$ cat src/rtl/ecc_89_err_monitor.sv
// ECC error monitor: saturating sbit/dbit/fault counters, first-error log, alarm FSM with registered irq.
// Latency: counters, log and irq update on the edge that samples the event, visible next cycle.
// Backpressure: none, every qualified read is accepted. Optional ECC_MON_ADDR_LOG_EN adds first_err_addr capture.
module ecc_89_err_monitor #(
    parameter int ADDR_WIDTH = 10,
    parameter int CNT_WIDTH  = 8
) (
    input  logic                  clk,
    input  logic                  rst_n,
    input  logic                  rd_vld,
    input  logic [ADDR_WIDTH-1:0] rd_addr,
    input  logic                  sbit_err,
    input  logic                  dbit_err,
    input  logic                  ecc_fault,
    input  logic [CNT_WIDTH-1:0]  sbit_thr,
    input  logic                  clr_req,
    output logic                  clr_ack,
    output logic [CNT_WIDTH-1:0]  sbit_cnt,
    output logic [CNT_WIDTH-1:0]  dbit_cnt,
    output logic [CNT_WIDTH-1:0]  fault_cnt,
    output logic [ADDR_WIDTH-1:0] first_err_addr,
    output logic [1:0]            first_err_type,
    output logic                  irq
);

    typedef enum logic [1:0] {
        IDLE   = 2'b00,
        LOGGED = 2'b01,
        ALARM  = 2'b10
    } state_t;

    localparam logic [CNT_WIDTH-1:0] CNT_MAX = '1;

    state_t                 state;
    state_t                 state_base;
    state_t                 state_nxt;
    logic                   clr_req_q;
    logic                   clr_fire;
    logic                   sbit_ev;
    logic                   dbit_ev;
    logic                   fault_ev;
    logic                   any_ev;
    logic                   log_first;
    logic                   alarm_trig;
    logic [1:0]             ev_type;
    logic [CNT_WIDTH-1:0]   sbit_base;
    logic [CNT_WIDTH-1:0]   dbit_base;
    logic [CNT_WIDTH-1:0]   fault_base;
    logic [CNT_WIDTH-1:0]   sbit_nxt;
    logic [CNT_WIDTH-1:0]   dbit_nxt;
    logic [CNT_WIDTH-1:0]   fault_nxt;

    // Clear acts on the rising edge of clr_req; an event on that same edge lands on the cleared state.
    assign clr_fire = clr_req & ~clr_req_q;

    always_comb begin
        sbit_ev    = rd_vld & sbit_err;
        dbit_ev    = rd_vld & dbit_err;
        fault_ev   = rd_vld & ecc_fault;
        any_ev     = sbit_ev | dbit_ev | fault_ev;

        sbit_base  = clr_fire ? '0 : sbit_cnt;
        dbit_base  = clr_fire ? '0 : dbit_cnt;
        fault_base = clr_fire ? '0 : fault_cnt;
        state_base = clr_fire ? IDLE : state;

        sbit_nxt   = (sbit_ev  && sbit_base  != CNT_MAX) ? sbit_base  + 1'b1 : sbit_base;
        dbit_nxt   = (dbit_ev  && dbit_base  != CNT_MAX) ? dbit_base  + 1'b1 : dbit_base;
        fault_nxt  = (fault_ev && fault_base != CNT_MAX) ? fault_base + 1'b1 : fault_base;

        if (fault_ev) begin
            ev_type = 2'b11;
        end else if (dbit_ev) begin
            ev_type = 2'b10;
        end else begin
            ev_type = 2'b01;
        end

        log_first  = any_ev && (state_base == IDLE);
        // Threshold is only evaluated against a fresh sbit event, so a thr change alone never moves irq.
        alarm_trig = dbit_ev || fault_ev ||
                     (sbit_ev && (sbit_thr != '0) && (sbit_nxt >= sbit_thr));

        if (alarm_trig) begin
            state_nxt = ALARM;
        end else if (log_first) begin
            state_nxt = LOGGED;
        end else begin
            state_nxt = state_base;
        end
    end

    always_ff @(posedge clk or negedge rst_n) begin
        if (!rst_n) begin
            state          <= IDLE;
            clr_req_q      <= 1'b0;
            clr_ack        <= 1'b0;
            sbit_cnt       <= '0;
            dbit_cnt       <= '0;
            fault_cnt      <= '0;
            first_err_type <= 2'b00;
            irq            <= 1'b0;
        end else begin
            state     <= state_nxt;
            clr_req_q <= clr_req;
            clr_ack   <= clr_fire;
            sbit_cnt  <= sbit_nxt;
            dbit_cnt  <= dbit_nxt;
            fault_cnt <= fault_nxt;
            irq       <= (state_nxt == ALARM);
            if (log_first) begin
                first_err_type <= ev_type;
            end else if (clr_fire) begin
                first_err_type <= 2'b00;
            end
        end
    end

`ifdef ECC_MON_ADDR_LOG_EN
    always_ff @(posedge clk or negedge rst_n) begin
        if (!rst_n) begin
            first_err_addr <= '0;
        end else if (log_first) begin
            first_err_addr <= rd_addr;
        end else if (clr_fire) begin
            first_err_addr <= '0;
        end
    end
`else
    assign first_err_addr = '0;

    logic unused_addr;
    assign unused_addr = ^rd_addr;
`endif

endmodule

$ cat config.mk
export PLATFORM = sky130hd
export DESIGN_NAME = ecc_89_err_monitor
export DESIGN_NICKNAME = d
export VERILOG_FILES = /design/src/rtl/ecc_89_err_monitor.sv
export SDC_FILE = /design/constraint.sdc
export NUM_CORES = 1
export LEC_CHECK = 0
export ABC_AREA = 0
export CORE_MARGIN = 2
export CORE_UTILIZATION = 50
export DETAILED_ROUTE_END_ITERATION = 6
export GPL_TIMING_DRIVEN = 0
export HOLD_SLACK_MARGIN = 0.02
export PLACE_DENSITY = 0.95
export RECOVER_POWER = 25
export SYNTH_ARGS = -nofsm -noshare
export SYNTH_HDL_FRONTEND = slang
export SYNTH_SLANG_ARGS = --single-unit
$ cat constraint.sdc
create_clock -name clk -period 4.8 [get_ports clk]
set_input_delay 0.96 -clock clk [delete_from_list [all_inputs] [get_ports clk]]
set_output_delay 0.96 -clock clk [all_outputs]
set_load 0.02 [all_outputs]
# Word-level counts from Yosys, hierarchy flattened
# Index checks and enable logic that the tools add are counted.
[word_totals] word_cells=47 in_bits=25 regBits=31 output_inout_bits=38
[classes] addsub=3 bitwise_logic=7 n_mux=13 magnitude_cmp=1 reduce_logical=11 n_eq_ne=4
[ops] operator="two-way mux 8 bit" count=6
[ops] operator="adder 8 x 1 -> 8 bit (second input constant)" count=3
[ops] operator="inequality test 8 bit (second input constant)" count=3
[ops] operator="two-way mux 2 bit" count=7
[ops] operator=">= comparator 8 bit" count=1
[ops] operator="nonzero test 8 bit" count=1
[ops] operator="logical AND 1 bit" count=6
[ops] operator="bitwise AND 1 bit" count=4
[ops] operator="== test 2 bit (second input constant)" count=1
[ops] operator="logical NOT 2 bit" count=1
[ops] operator="logical OR 1 bit" count=2
[ops] operator="bitwise OR 1 bit" count=2
[ops] operator="nonzero test 2 bit" count=1
[ops] operator="NOT 1 bit" count=1

# Depth between registers and ports, before layout
# Gate-level depths: netlist (run 1).
[logic_depth] depth_word=11 depth_mapped=14 mapped_depth_nobuf=12

# Least setup slack after synthesis (run 1)
# Ideal clock, no wire load.
[synth_timing] path_type="input -> register" start="in clr_req" end="reg state[0]" stages=13 n_path_buf=2 slack_ns=1.008 arrival_time_ns=3.672 required_time_ns=4.680 setup_ns=0.120 path_cell_list="nand2b_4 -> clkbuf_8 -> clkbuf_1 -> nand2_1 -> inv_1 -> ha_1 -> nand4_4 -> o311a_4 -> mux2_4 -> ha_1 -> a2111oi_0 -> or4b_1 -> and4_1"
[synth_between] elab_chain_cells=9 elab_cells_between_ends=14 classes_between="1 x add/sub; 1 x order compare; 1 x eq/ne; 5 x mux; 1 x bitwise; 5 x reduce/logical"
[synth_lines] element="start, declared" line_no="16" source="input logic clr_req,"
[synth_lines] element="bitwise AND 1 bit (*)" line_no="54" source="assign clr_fire = clr_req & ~clr_req_q;"
[synth_lines] element="two-way mux 8 bit (*)" line_no="62" source="sbit_base = clr_fire ? '0 : sbit_cnt;"
[synth_lines] element="parallel branches: the longest is 2 deep, another holds adder 8 x 1 -> 8 bit"
[synth_lines] element="two-way mux 8 bit (*)" line_no="67" source="sbit_nxt = (sbit_ev && sbit_base != CNT_MAX) ? sbit_base + 1'b1 : sbit_base;"
[synth_lines] element="net sbit_nxt[1]" line_no="49" source="logic [CNT_WIDTH-1:0] sbit_nxt;"
[synth_lines] element=">= comparator 8 bit (*)" line_no="82" source="(sbit_ev && (sbit_thr != '0) && (sbit_nxt >= sbit_thr));"
[synth_lines] element="logical AND 1 bit (*)" line_no="82"
[synth_lines] element="logical OR 1 bit (*)" line_no="81" source="alarm_trig = dbit_ev || fault_ev ||"
[synth_lines] element="two-way mux 2 bit (*)" line_no="84" source="if (alarm_trig) begin"
[synth_lines] element="net state_nxt[0]" line_no="36" source="state_t state_nxt;"
[synth_lines] element="end signal, assigned" line_no="104" source="state <= state_nxt;"
[synth_lines] element="end, declared" line_no="34" source="state_t state;"
# Mark *: on every way through the listed nets, which the timed path passes.
# A chain may end at the register's enable or synchronous reset.

# Worst setup path in the final report (run 1)
# Same ends and word-level chain as after synthesis.

==> impl_metrics.py, run 1 <==
metrics = {
    "outcome": {
        "outcome": "finished with violations",
        "violations": "max-capacitance violations, max-slew violations",
    },
    "route": {
        "post-route-drc-count": 0,
        "via_count": 1694,
        "drt-initial-drc-count": 93,
        "post_drt_wl_per_cell_um": 14.3,
        "dr.pass1.iters": 4,
        "drtAntennaViolNets": 0,
        "routed_wl_mm": 4.30,
        "viasPerCell": 5.63,
    },
    "clock_network": {
        "ctsLongestPathBuffers": 2,
        "cts_tree": "yes",
        "cts_sinks": 31,
        "htree_levels": 2,
        "cts_root_buf": "clkbuf_8",
        "post_cts_buffers": 0,
        "holdBufCountCts": 0,
        "cts_inserted_buffers": 5,
        "clkTransAtPathRegs_ps": 60,
        "insertion_delay_ps": 270,
        "post_cts_resized": 0,
    },
    "pwr": {
        "ir_worst_vdd_v": 0.000173,
        "p_per_area_nw_per_um2": 279,
        "p_leak_nw": 1.15,
    },
    "worst_hold_path": {
        "hold_path.class": "register to register",
        "holdPathStages": 2,
        "min_from": "first_err_type[1]",
    },
    "yosys": {
        "ys.flop_type": "dfrtp_1",
        "yosysMostFrequentCell": "dfrtp_1",
        "netlist_area_um2": 1940,
        "yosys_warnings": 0,
        "netlist_top_cells_count": "dfrtp_1 (31), nand2_1 (19), ha_1 (11)",
        "yosys.area.top_type": "dfrtp_1",
        "synthArstFlopShare": 1.00,
        "synth_seq_cells": 31,
        "yosys.cell_types.count": 55,
        "syn_avg_cell_area_um2": 9.94,
        "yosys.area.top_type_share": 0.400,
        "seq_area_frac_synth": 0.400,
        "synth_edf_count": 0,
        "netlist_instances": 195,
        "ys_top_cells_by_area": "dfrtp_1 (40%), ha_1 (7.1%), buf_4 (3.9%), nand2_1 (3.7%), nand4_1 (2.9%)",
    },
    "finish": {
        "area_growth_pct": 30.7,
        "final_area_um2": 2530,
        "multi_input_comb_area_um2": 1040,
        "n_antenna_cell": 0,
        "ff_latch_area_um2": 776,
        "layout.cells.non_filler": 301,
        "drive_gt1_frac": 0.134,
        "nFillCells": 295,
        "final_net_count": 289,
    },
    "timing": {
        "fin_setup_tns_ps": 0,
        "tightest_slew_ps": 1610,
        "finalCriticalPeriod_ps": 4350,
        "rsz0062_at_grt": "false",
        "fin_worst_skew_ps": 5.83,
        "fmax_ghz": 0.230,
        "finalCritPeriodShare": 0.906,
        "finalSetupViolCount": 0,
        "drv_slew": 32,
        "slew_headroom": -0.0712,
        "report.final.hold_viol_count": 0,
    },
    "place": {
        "gp_congestion": 0.836,
        "portBuffers": 42,
        "dpl.hpwl_mm": 3.33,
        "placed_cells": 294,
        "placed_area_um2": 2450,
    },
    "worst_setup_path": {
        "crit_required_ps": 4960,
        "regToRegStartpoint": "clr_req_q",
        "crit_top_cell": "ha_1",
        "timing.critical_path.from": "clr_req",
        "path_max_fanout": 10,
        "crit_chain": "clkdlybuf4s50_1 -> nand2b_4 -> clkbuf_8 -> clkbuf_1 -> nand2_1 -> inv_1 -> ha_1 -> nand4_4 -> o311a_4 -> mux2_4 -> ha_1 -> a2111oi_0 -> or4b_1 -> and4_1",
        "critPathLaunchType": "input port",
        "critPathSlowestCell": "or4b_1",
        "crit_path_end_kind": "register",
        "crit_type": "input port to register",
        "reg2regPathDepth": 13,
        "max_stage_delay_ps": 560,
        "critPathArrivalTime_ps": 4510,
    },
    "die": {
        "io_pins": 63,
        "die_w_um": 66.3,
        "core.rowCount": 22,
        "start_util": 0.525,
        "core_area_um2": 3690,
        "die_h_um": 66.3,
        "dieArea_um2": 4390,
    },
    "grt": {
        "grt_pass1_wl_mm": 7.61,
        "grt_usage": 0.225,
        "grt-ovfl-total": 0,
        "grt_max_degree": 32,
        "grt_pass1_vias": 1714,
        "antenna_found_initial": 0,
    },
    "flow_run": {
        "cap_violations": 1,
    },
}
[metal layers]
layer | track usage | routed length, um | vias up
met5 | 0 | 0 | -
met4 | 0.0740 | 15 | 0
met3 | 0.0562 | 210 | 2
met2 | 0.378 | 2230 | 55
met1 | 0.281 | 1840 | 824
li1 | - | - | 813
[placed cells by master, fill, tap and decap left out, types with 8 or more instances in the layout]
cell type / instances
clkdlybuf4s50_1: 41
dfrtp_1: 31
nand2_1: 19
ha_1: 11
inv_1: 10
buf_4: 10
conb_1: 10
nand4_1: 9
nor2_1: 9
clkbuf_8: 8
nand3_1: 8
a21oi_1: 8
[critical path, delay by kind of cell]
| kind | cells | cell delay [ps] |
|---|---|---|
| multiplexers | 1 | 320 |
| adder cells (fa/ha/maj) | 2 | 500 |
| AND/OR/NAND/NOR | 5 | 1140 |
| AO/OA/AOI/OAI | 2 | 490 |
| buffers and inverters | 4 | 1090 |
[path summary, 6_finish.rpt]
| kind | end | slack, ps |
|---|---|---|
| setup reg to reg | state[0] | 1230 |
| setup / recovery | state[0] | 450 |
| hold / removal | first_err_type[1] | 510 |
| min in group asynchronous | dbit_cnt[5] | 1080 |
| max in group asynchronous | sbit_cnt[2] | 2780 |
| hold reg to reg | first_err_type[1] | 510 |
[cell type report]
class	count	area share
Buffer	15	0.0449
Inverter	11	0.0168
Clock inverter	1	0.00198
Tap cell	48	0.0237
Multi-Input combinational cell	147	0.410
Sequential cell	31	0.306
Clock buffer	6	0.0326
Timing Repair Buffer	42	0.163
[flip-flops by register name, summed over array words and instances (netlist names)]
name and cells:
clr_ack 1, dbit_cnt 8, sbit_cnt 8, irq 1, clr_req_q 1, state 2
first_err_type 2, fault_cnt 8
[power breakdown]
part | switching [mW] | leakage, nW | internal (mW)
registers | 0.0205 | 0.412 | 0.287
clock network | 0.0892 | 0.0470 | 0.112
logic | 0.102 | 0.692 | 0.0961
[stage by stage]
stage                     power, mW  worst slack (ps)  utilization  hold WS, ps
after detailed placement      0.510               187        0.665          498
after global placement        0.504               273        0.665          489
after floorplan               0.423              1010            -          506
after global routing          0.750               232        0.687          554
after CTS                     0.714               481        0.689          513
final                         0.706               451        0.687          512
[kinds of logic (layout without fill, tap and decap cells)]
| group | after synthesis | in the layout | share of synthesized area |
|---|---|---|---|
| multiplexers | 7 | 7 | 0.0400 |
| other | 1 | 10 | 0.00193 |
| flip-flops | 31 | 31 | 0.400 |
| adder cells (fa/ha/maj) | 11 | 11 | 0.0710 |
| buffers and inverters | 26 | 75 | 0.0807 |
| AND/OR/NAND/NOR | 79 | 79 | 0.243 |
| AO/OA/AOI/OAI | 33 | 33 | 0.132 |
| XOR/XNOR | 7 | 7 | 0.0316 |
(Power assumes the default switching activity.)
==> run 2: changes to the inputs <==
--- a/config.mk
+++ b/config.mk
@@ -6,8 +6,11 @@
 export NUM_CORES = 1
 export LEC_CHECK = 0
 export ABC_AREA = 0
+export CAP_MARGIN = 10
+export CORE_ASPECT_RATIO = 1.4
 export CORE_MARGIN = 2
 export CORE_UTILIZATION = 50
+export CTS_CLUSTER_SIZE = 24
 export DETAILED_ROUTE_END_ITERATION = 6
 export GPL_TIMING_DRIVEN = 0
 export HOLD_SLACK_MARGIN = 0.02
==> run 2 against run 1 <==
Effect of this change:
- the run now ends clean
- setup slack got worse by 160 ps
- non-clock buffer count rose by 1
- fmax shrank 3.5%
- worst hold slack got worse by 1.7 ps
- combinational power barely moved
- clock skew up 3.6 ps
- die area grew 0.16%
- wire length down 2.0%
- global-route usage decreased by 2.3 points
- sequential share of layout area about the same
- sequential power is essentially flat
- via count down 1.4%
- critical endpoint unchanged
- largest cell class unchanged
- largest power group unchanged
==> impl_metrics.py, run 2 (synthesis results as in run 1) <==
metrics = {
    "route": {
        "viasPerCell": 5.63,
        "drt-initial-drc-count": 59,
        "drtAntennaViolNets": 0,
        "via_count": 1671,
        "routed_wl_mm": 4.21,
        "post-route-drc-count": 0,
        "post_drt_wl_per_cell_um": 14.2,
        "dr.pass1.iters": 4,
    },
    "worst_setup_path": {
        "crit_required_ps": 4970,
        "max_stage_delay_ps": 590,
        "crit_top_cell": "ha_1",
        "crit_type": "input port to register",
        "regToRegStartpoint": "clr_req_q",
        "critPathSlowestCell": "dlygate4sd3_1",
        "reg2regPathDepth": 13,
        "r2r-end": "state[0]",
        "crit_chain": "dlygate4sd3_1 -> nand2b_4 -> clkbuf_8 -> clkbuf_1 -> nand2_1 -> inv_1 -> ha_1 -> nand4_4 -> o311a_4 -> mux2_4 -> ha_1 -> a2111oi_0 -> or4b_1 -> and4_1",
        "path_max_fanout": 10,
        "timing.critical_path.from": "clr_req",
        "crit_path_end_kind": "register",
        "reg2reg_slack_ps": 1210,
        "endpoint": "state[0]",
        "critPathArrivalTime_ps": 4680,
        "critPathLaunchType": "input port",
    },
    "timing": {
        "tightest_slew_ps": 1070,
        "finalCritPeriodShare": 0.939,
        "finalSetupViolCount": 0,
        "drv_slew": 0,
        "finalCriticalPeriod_ps": 4510,
        "rsz0062_at_grt": "false",
        "slew_headroom": 0.289,
        "fin_worst_skew_ps": 9.44,
        "fin_setup_tns_ps": 0,
        "fmax_ghz": 0.222,
        "report.final.hold_viol_count": 0,
    },
    "die": {
        "start_util": 0.527,
        "io_pins": 63,
        "core.rowCount": 26,
        "core_area_um2": 3680,
        "die_w_um": 56.6,
        "dieArea_um2": 4400,
        "die_h_um": 77.7,
    },
    "place": {
        "portBuffers": 42,
        "gp_congestion": 0.809,
        "dpl.hpwl_mm": 3.23,
    },
    "clock_network": {
        "cts_inserted_buffers": 5,
        "insertion_delay_ps": 290,
        "ctsLongestPathBuffers": 2,
        "cts_tree": "yes",
        "htree_levels": 2,
        "cts_sinks": 31,
        "holdBufCountCts": 0,
        "clkTransAtPathRegs_ps": 60,
        "post_cts_resized": 0,
        "cts_root_buf": "clkbuf_8",
        "post_cts_buffers": 0,
    },
    "grt": {
        "grt_max_degree": 21,
        "grt_usage": 0.202,
        "grt_pass1_wl_mm": 6.87,
        "grt_pass1_vias": 1527,
        "antenna_found_initial": 0,
        "grt-ovfl-total": 0,
    },
    "flow_run": {
        "cap_violations": 0,
    },
    "finish": {
        "final_common_cell": "clkdlybuf4s50_1",
        "area_growth_pct": 30.5,
        "drive_gt1_frac": 0.129,
        "nFillCells": 283,
        "reg_top3": "dbit_cnt: 8 flops, fault_cnt: 8 flops, sbit_cnt: 8 flops",
        "final_net_count": 290,
        "final_cell_mix": "clkdlybuf4s50_1 (40), dfrtp_1 (31), nand2_1 (19), ha_1 (11)",
        "n_antenna_cell": 0,
    },
    "worst_hold_path": {
        "holdPathStages": 2,
        "min_from": "first_err_type[1]",
        "hold_path.class": "register to register",
    },
    "pwr": {
        "p_total_mw": 0.704,
        "p_per_area_nw_per_um2": 278,
        "ir_worst_vdd_v": 0.000191,
        "p_leak_nw": 1.15,
    },
    "outcome": {
        "outcome": "finished, final reports clean",
    },
}
==> run 2: cell types whose count changed in the layout (fill, tap and decap cells not counted), sizes merged <==
cell,change
dlygate4sd3,+2
clkbuf,+1
clkdlybuf4s50,-1
==> run 2: cell type report <==
cell class / instances / area (um^2) / area share
plain buffers: 15 / 114 / 0.0450
clock buffers: 7 / 76.3 / 0.0302
clock inverters: 1 / 5.00 / 0.00198
inverters: 11 / 42.5 / 0.0168
multi-input cells: 147 / 1040 / 0.411
flip-flops and latches: 31 / 776 / 0.307
well taps: 42 / 52.6 / 0.0208
repair buffers: 43 / 424 / 0.168
==> run 2: worst min-delay path by stage <==
stage / to / slack, ps
floorplan: irq / 510
global placement: first_err_type[0] / 500
detailed placement: first_err_type[0] / 510
CTS: first_err_type[0] / 520
global route: first_err_type[0] / 550
finish: first_err_type[1] / 510
==> run 2: report_power, final <==
part / switching (mW) / total, mW / leakage, nW / internal [mW]
Sequential: 0.0205 / 0.307 / 0.412 / 0.286
Clock: 0.0957 / 0.197 / 0.0422 / 0.102
Combinational: 0.103 / 0.200 / 0.696 / 0.0968
Total: 0.219 / 0.704 / 1.15 / 0.485
==> run 2: metrics by stage <==
step                cells  area, um^2  utilization  hold WS, ps  worst slack, ps
CTS                   297        2550        0.695          522              433
floorplan             204        1970            -          506             1010
global route          297        2530        0.688          552              156
finish                297        2530        0.688          510              292
global placement      288        2440        0.665          505              212
detailed placement    289        2470        0.673          508              163
==> run 2: critical path: cells and delay by family <==
kind	cells	cell delay, ps
buf+inv	4	1270
simple gates	5	1150
fa+ha+maj	2	490
compound gates	2	490
mux	1	310
==> run 2: metal layers <==
metal  GRT usage  vias up  part of all wire
met1       0.227      788              0.41
li1            -      822                 -
met3      0.0450        6             0.052
met2       0.343       55              0.52
met5           0        -                 0
met4       0.119        0             0.023
